### src/rtl/phy_mem_access_arbiter.sv
`default_nettype none
// ============================================================================
// Module   : phy_mem_access_arbiter
// Brief    : Round-robin arbiter that shares one physical memory port among the
//            I-refill, D-refill and uncachable requesters. It keeps one
//            transaction in flight and rejects IO-flagged addresses.
//            Optional watchdog: define PHY_MEM_ARB_TIMEOUT_EN.
// Revision : 1.0  initial release
// ============================================================================
module phy_mem_access_arbiter #(
    parameter int NUM_REQ        = 3,
    parameter int PHY_ADDR_WIDTH = 30,
    parameter int DATA_WIDTH     = 32,
    parameter int TIMEOUT_CYCLES = 256
) (
    input  logic                              clk,
    input  logic                              rst,
    input  logic [NUM_REQ-1:0]                reqValid,
    input  logic [NUM_REQ*PHY_ADDR_WIDTH-1:0] reqAddr,
    input  logic [NUM_REQ-1:0]                reqWrite,
    input  logic [NUM_REQ*DATA_WIDTH-1:0]     reqWData,
    output logic [NUM_REQ-1:0]                reqGrant,
    output logic [NUM_REQ-1:0]                respValid,
    output logic [NUM_REQ-1:0]                respError,
    output logic [DATA_WIDTH-1:0]             respData,
    output logic                              memReq,
    output logic [PHY_ADDR_WIDTH-3:0]         memAddr,
    output logic                              memWrite,
    output logic [DATA_WIDTH-1:0]             memWData,
    input  logic                              memReady,
    input  logic                              memRespValid,
    input  logic [DATA_WIDTH-1:0]             memRData
);

    localparam int IDX_W = (NUM_REQ > 1) ? $clog2(NUM_REQ) : 1;
    localparam int RAW_W = PHY_ADDR_WIDTH - 2;

    typedef enum logic [1:0] {
        ST_IDLE    = 2'd0,
        ST_ISSUE   = 2'd1,
        ST_WAIT_RD = 2'd2,
        ST_RESP    = 2'd3
    } state_t;

    state_t                  r_state;
    state_t                  w_nextState;
    logic [IDX_W-1:0]        r_rrPtr;
    logic [IDX_W-1:0]        r_idx;
    logic [RAW_W-1:0]        r_addr;
    logic                    r_write;
    logic [DATA_WIDTH-1:0]   r_wData;
    logic [DATA_WIDTH-1:0]   r_rData;
    logic                    r_err;
    logic [NUM_REQ-1:0]      r_grant;

    int                      w_cand;
    logic                    w_winFound;
    logic [IDX_W-1:0]        w_winIdx;
    logic [RAW_W-1:0]        w_winRaw;
    logic                    w_winIo;
    logic [DATA_WIDTH-1:0]   w_winWData;
    logic                    w_wdogExpired;
    logic [NUM_REQ-1:0]      w_idxOneHot;

    // First asserted request at or after the round-robin pointer, with wrap.
    always_comb begin
        w_cand     = 0;
        w_winFound = 1'b0;
        w_winIdx   = '0;
        for (int i = 0; i < NUM_REQ; i++) begin
            w_cand = int'(r_rrPtr) + i;
            if (w_cand >= NUM_REQ) begin
                w_cand = w_cand - NUM_REQ;
            end
            if (!w_winFound && reqValid[w_cand]) begin
                w_winFound = 1'b1;
                w_winIdx   = IDX_W'(w_cand);
            end
        end
        w_winRaw   = reqAddr[w_winIdx*PHY_ADDR_WIDTH +: RAW_W];
        w_winIo    = reqAddr[w_winIdx*PHY_ADDR_WIDTH + RAW_W];
        w_winWData = reqWData[w_winIdx*DATA_WIDTH +: DATA_WIDTH];
    end

`ifdef PHY_MEM_ARB_TIMEOUT_EN
    localparam int WD_W = $clog2(TIMEOUT_CYCLES) + 1;
    logic [WD_W-1:0] r_wdog;

    assign w_wdogExpired = ((r_state == ST_ISSUE) || (r_state == ST_WAIT_RD))
                           && (r_wdog == WD_W'(TIMEOUT_CYCLES - 1));

    // Held at zero outside ISSUE/WAIT_RD so every ISSUE entry starts from zero.
    always_ff @(posedge clk) begin
        if (!rst) begin
            r_wdog <= '0;
        end else if ((r_state == ST_ISSUE) || (r_state == ST_WAIT_RD)) begin
            r_wdog <= r_wdog + WD_W'(1);
        end else begin
            r_wdog <= '0;
        end
    end
`else
    assign w_wdogExpired = 1'b0;
`endif

    always_comb begin
        w_nextState = r_state;
        case (r_state)
            ST_IDLE: begin
                if (w_winFound) begin
                    w_nextState = w_winIo ? ST_RESP : ST_ISSUE;
                end
            end
            ST_ISSUE: begin
                if (memReady) begin
                    w_nextState = r_write ? ST_RESP : ST_WAIT_RD;
                end else if (w_wdogExpired) begin
                    w_nextState = ST_RESP;
                end
            end
            ST_WAIT_RD: begin
                if (memRespValid || w_wdogExpired) begin
                    w_nextState = ST_RESP;
                end
            end
            ST_RESP: begin
                w_nextState = ST_IDLE;
            end
            default: begin
                w_nextState = ST_IDLE;
            end
        endcase
    end

    always_ff @(posedge clk) begin
        if (!rst) begin
            r_state <= ST_IDLE;
            r_rrPtr <= '0;
            r_idx   <= '0;
            r_addr  <= '0;
            r_write <= 1'b0;
            r_wData <= '0;
            r_rData <= '0;
            r_err   <= 1'b0;
            r_grant <= '0;
        end else begin
            r_state <= w_nextState;
            r_grant <= '0;
            case (r_state)
                ST_IDLE: begin
                    if (w_winFound) begin
                        r_idx   <= w_winIdx;
                        r_addr  <= w_winRaw;
                        r_write <= reqWrite[w_winIdx];
                        r_wData <= w_winWData;
                        r_err   <= w_winIo;
                        r_rData <= '0;
                        r_grant <= NUM_REQ'(1) << w_winIdx;
                    end
                end
                ST_ISSUE: begin
                    if (!memReady && w_wdogExpired) begin
                        r_err   <= 1'b1;
                        r_rData <= '0;
                    end
                end
                ST_WAIT_RD: begin
                    if (memRespValid) begin
                        r_rData <= memRData;
                    end else if (w_wdogExpired) begin
                        r_err   <= 1'b1;
                        r_rData <= '0;
                    end
                end
                ST_RESP: begin
                    r_rrPtr <= (r_idx == IDX_W'(NUM_REQ - 1)) ? '0 : r_idx + IDX_W'(1);
                end
                default: ;
            endcase
        end
    end

    // Memory-side outputs are gated by state so they read zero whenever idle.
    assign w_idxOneHot = NUM_REQ'(1) << r_idx;
    assign reqGrant    = r_grant;
    assign respValid   = (r_state == ST_RESP) ? w_idxOneHot : '0;
    assign respError   = (r_state == ST_RESP && r_err) ? w_idxOneHot : '0;
    assign respData    = (r_state == ST_RESP) ? r_rData : '0;
    assign memReq      = (r_state == ST_ISSUE);
    assign memAddr     = (r_state == ST_ISSUE) ? r_addr : '0;
    assign memWrite    = (r_state == ST_ISSUE) && r_write;
    assign memWData    = (r_state == ST_ISSUE) ? r_wData : '0;

endmodule
`default_nettype wire

### config.mk
export PLATFORM = sky130hd
export DESIGN_NAME = phy_mem_access_arbiter
export DESIGN_NICKNAME = d
export VERILOG_FILES = /design/src/rtl/phy_mem_access_arbiter.sv
export SDC_FILE = /design/constraint.sdc
export NUM_CORES = 1
export LEC_CHECK = 0
export BUFFER_PORTS_ARGS = -buffer_cell sky130_fd_sc_hd__buf_2
export CAP_MARGIN = 20
export CORE_AREA = 3 3 128 130
export CTS_CLUSTER_DIAMETER = 80
export DETAILED_ROUTE_END_ITERATION = 8
export DIE_AREA = 0 0 131 133
export GPL_TIMING_DRIVEN = 0
export PLACE_DENSITY_LB_ADDON = 0.08
export RECOVER_POWER = 50
export SLEW_MARGIN = 20
export SYNTH_ARGS = -nofsm -noshare
export SYNTH_HDL_FRONTEND = slang
export SYNTH_SLANG_ARGS = --single-unit
### constraint.sdc
create_clock -name clk -period 4.8 [get_ports clk]
set_input_delay 0.48 -clock clk [delete_from_list [all_inputs] [get_ports clk]]
set_output_delay 0.48 -clock clk [all_outputs]
set_load 0.02 [all_outputs]
Word level (Yosys, flattened, before mapping) --
Cells that the tools add are included.
Word-level totals: input bits 228, bits in registers 103, output and inout port bits 103, word-level logic and storage cells 85
Operators by class: shift operators 4, $mul 1, eq/ne operators 7, reduce and logical (&&, ||, !) cells 12, muxes and demuxes 37, magnitude comparators 8, $add $sub $neg 7
Operators with widths (number):
- 32-bit two-way mux | 7
- 32-bit by 4-bit < comparator with 1-bit output (second input constant) | 3
- 96-bit by 8-bit indexed part select with 32-bit output | 1
- 90-bit by 8-bit indexed part select with 28-bit output | 1
- 32-bit one-hot mux with 2 select lines | 1
- 28-bit two-way mux | 1
- 2-bit two-way mux | 8
- 1-bit two-way mux | 12
- 3-bit AND reduction | 3
- 7-bit by 5-bit adder with 8-bit output (second input constant) | 1
- 1-bit binary-select mux with 2-bit select | 4
- 8-bit < comparator (second input constant) | 1
- 2-bit one-hot mux with 4 select lines | 1
- 3-bit by 2-bit subtractor with 4-bit output (second input constant) | 2
- 1-bit binary-select mux with 7-bit select | 1
- 2-bit == test (second input constant) | 3
- 3-bit by 2-bit >= comparator with 1-bit output (second input constant) | 2
- 2-bit by 4-bit multiplier with 6-bit output (second input constant) | 1
- 3-bit two-way mux | 2
- 1-bit by 2-bit << shifter with 3-bit output (first input constant) | 2
- 1-bit logical AND | 4
- 2-bit inequality test (second input constant) | 2
- 2-bit by 1-bit adder with 3-bit output (second input constant) | 1
- 2-bit by 2-bit adder with 3-bit output (second input constant) | 1
- 10 further kinds | 11

Longest topological paths before layout --
depth in word-level cells 19, depth in mapped cells 18, gate-level depth less buffers 14

Least setup slack after synthesis --
Ideal clock, no wire load.
path kind reg2reg, start point register r_rrPtr[0], end point register r_state[1], cell stages (with the launch flop) 19, clock period less this slack 3.811 ns, buffers on the path 4, required time 4.712 ns, arrival 3.723 ns, setup slack 0.989 ns, library setup time 0.088 ns, path through dfxtp_1 > inv_1 > ha_1 > clkbuf_1 > mux2i_1 > or2_2 > o311ai_0 > and2_1 > buf_2 > buf_2 > buf_2 > ha_1 > mux2_2 > mux2i_1 > and2_1 > o41ai_1 > a31oi_1 > a311o_1 > a311oi_2
On the way: cells in the longest elaborated chain, start to end 19, elaborated cells between the ends (all ways) 39, those cells by class 6 x add/sub; 1 x mul; 3 x order compare; 1 x eq/ne; 23 x mux; 5 x reduce/logical
Ends and longest elaborated chain:
- start: declaration | line 47 | logic [IDX_W-1:0] r_rrPtr;
- start signal: assignment | line 176 | r_rrPtr <= (r_idx == IDX_W'(NUM_REQ - 1)) ? '0 : r_idx + IDX_W'(1);
- parallel branches: the longest is 19 deep, another holds 2-bit by 4-bit multiplier with 6-bit output
- end signal: assignment | line 147 | r_state <= w_nextState;
- end: declaration | line 45 | state_t r_state;
Several ways; the timed one is not identified. The select of a mux whose other input is x is not followed. A chain may end at the register's enable or synchronous reset.

Worst setup path after layout --
Ends and elaborated chain as after synthesis.

==> results.cfg <==
[run_status]
run_status = finished clean

[logic_synthesis]
synth_edf_count = 0
yosys_warnings = 0
synthesis.nets = 1082
synth.cell_area_um2 = 6240
yosysSeqAreaShare_pct = 33.0
synthArstFlopShare_pct = 0
yosys.area.top_type = dfxtp_1
synth_cells = 843
synth_top_area_share_pct = 33.0
syn_area_per_cell_um2 = 7.40
synth-seq-cells = 103
ys.flop_type = dfxtp_1
synthTopCellsByArea = dfxtp_1 33%, and2_1 10%, nand3_1 9.1%
synth_cell_types = 46

[cells_and_area]
mostFrequentLayoutCells = 297 x buf_2, 113 x nand3_1, 103 x clkbuf_1, 103 x dfxtp_1, 73 x nand2_1
seqCellArea_um2 = 2060
layout-drive-gt1-share_pct = 27.8
fillers = 1624
multiInputGateArea_um2 = 3790
fin_nets = 1419
syn2layout_area_growth_pct = 34.4
final_common_cell = buf_2
instances_no_fill = 1397

[worst_setup_path]
cp-endpoint = r_state[1]
slowest_stage = dfxtp_1
crit_fanout = 10
reg2reg_slack_ns = 0.27
timing.rr.end = r_state[1]
critPathLaunchType = flip-flop
startpoint = r_rrPtr[0]
crit_chain = inv_1 > ha_1 > clkbuf_2 > mux2i_1 > or2_2 > o311ai_0 > and2_1 > buf_2 > clkbuf_4 > buf_2 > ha_1 > mux2_2 > mux2i_1 > and2_1 > o41ai_1 > a31oi_1 > a311o_1 > a311oi_2
worstReg2RegStart = r_rrPtr[0]
crit_required_ns = 5.07
cpPeakStageDelay_ns = 0.38
crit_type = reg2reg
cp-end-kind = flip-flop
arrival_ns = 4.79
reg2regPathDepth = 18

[floorplanning]
num_rows = 45
dieArea_um2 = 17400
core_um2 = 15300
die_w_um = 131
top_level_ports = 331
initial_core_util_pct = 40.9
die_h_um = 133

[grt]
grt_usage_pct = 27.4
grt_pass1_wl_um = 37500
grt-ovfl-total = 0
antenna_found_initial = 3
grt_pass1_vias = 7198
grt_max_degree = 18

[timing]
fmax_mhz = 221
setup-tns-final_ns = 0
finalHoldViolations = 0
setup_viol_count_final = 0
fin_crit_sh_pct = 94.3
slew_viol_final = 0
layout_min_cycle_time_ns = 4.53
skew_ns = 0.00849
rsz0062_at_grt = no
tightest_slew_ns = 0.971
maxSlewHeadroom_pct = 34.9
hold_ws_ns = 0.366

[clocking]
clock_sinks = 103
numCtsBuffers = 9
cts_max_level = 3
clk_pin_slew_worst_paths_ns = 0.07
cts_tree = yes
cts-root-buf = clkbuf_16
cts_hold_buf = 0
insertion_delay_ns = 0.36
cts_buffer_depth = 2

[pwr]
power_density_nw_per_um2 = 484
leakagePower_nw = 3.68
vdd_drop_max_v = 0.000203
p_total_w = 0.00406

[route]
num_vias = 7491
drt_wl_total_um = 24700
ant_nets = 0
drt_iter0_drc = 469
wl_per_cell_um = 17.7
vias_per_cell = 5.36
first_pass_iters = 5
drc_errors = 0

[place]
dp_hpwl_um = 19400
io_buffers = 326
placedCellCount = 1380
gp_congestion = 0.909

[min_path]
min_path_type = in2reg

[flow_run]
maxCapViolCount = 0
## through the flow
stage | area (µm²) | worst slack [ns] | util, %
after global placement | 8140 | 0.163 | 53.3
after detailed placement | 8140 | 0.197 | 53.3
after CTS | 8430 | 0.150 | 55.3
after floorplan | 6240 | 0.989 | -
after global routing | 8390 | 0.00271 | 55.0
final | 8390 | 0.274 | 55.0
## per-layer routing
layer  global-route usage, %  up-vias  routed length (µm)
met1                    34.5     3482               10300
met2                    45.3      300               11700
met4                    7.49        4                 582
li1                        -     3660                   -
met5                       0        -                  21
met3                    7.91       45                2050
## worst max-delay path, delay by kind of cell (launching register included)
family          cells  cell delay, ns
mux                 3            0.48
flops               1            0.38
compound gates      5            1.12
buf+inv             5            1.14
simple gates        3            0.63
fa+ha+maj           2            0.68
## area by class of cell
| class | instances | share of cell area, % |
|---|---|---|
| Antenna cell | 1 | 0.0298 |
| Buffer | 82 | 4.09 |
| Clock buffer | 10 | 2.73 |
| Clock inverter | 6 | 0.820 |
| Inverter | 13 | 0.582 |
| Multi-Input combinational cell | 645 | 45.2 |
| Sequential cell | 103 | 24.6 |
| Tap cell | 211 | 3.15 |
| Timing Repair Buffer | 326 | 18.8 |
## cell usage after synthesis (13+ instances only)
master	instances
and2_1	100
a21oi_1	69
nand3_1	113
o211ai_1	55
o21ai_0	61
nand2_1	73
clkbuf_1	62
a22oi_1	33
mux2i_1	16
nor2_1	51
buf_2	13
dfxtp_1	103
## what timing repair did
| item | in CTS | in global routing |
|---|---|---|
| gates resized for setup | 0 | 3 |
| setup endpoints to repair | 0 | 2 |
| setup buffers | 0 | 0 |
| hold endpoints to repair | 0 | 0 |
## cells by family (layout without fill, tap and decap cells)
group	Yosys count	after routing	share of synthesized area [%]
mux	22	22	3.95
buf+inv	95	437	6.22
fa+ha+maj	11	11	2.21
other cells	0	1	0
simple gates	365	365	29.6
compound gates	247	247	25.0
flops	103	103	33.0
## worst min-delay path by stage
stage / from / to / cells after the start
floorplan: r_addr[0] / r_addr[0] / 2
global placement: r_wData[20] / r_wData[20] / 2
finish: memRData[26] / r_rData[26] / 3
global route: memRData[24] / r_rData[24] / 3
detailed placement: r_wData[20] / r_wData[20] / 2
CTS: memRData[29] / r_rData[29] / 3
## report_power, final
part	internal [W]	total, W	switching (W)
clock network	0.000408	0.000753	0.000345
logic	0.000727	0.00208	0.00135
registers	0.00111	0.00123	0.000117
total	0.00224	0.00406	0.00181
## state kept, by name, summed over array words and instances (netlist names)
| name | cells |
|---|---|
| r_rrPtr | 2 |
| reqGrant | 3 |
| r_write | 1 |
| r_rData | 32 |
| r_wData | 32 |
| r_state | 2 |
| r_idx | 2 |
| r_addr | 28 |
| r_err | 1 |
No activity file was read; power rests on OpenSTA's default activity.
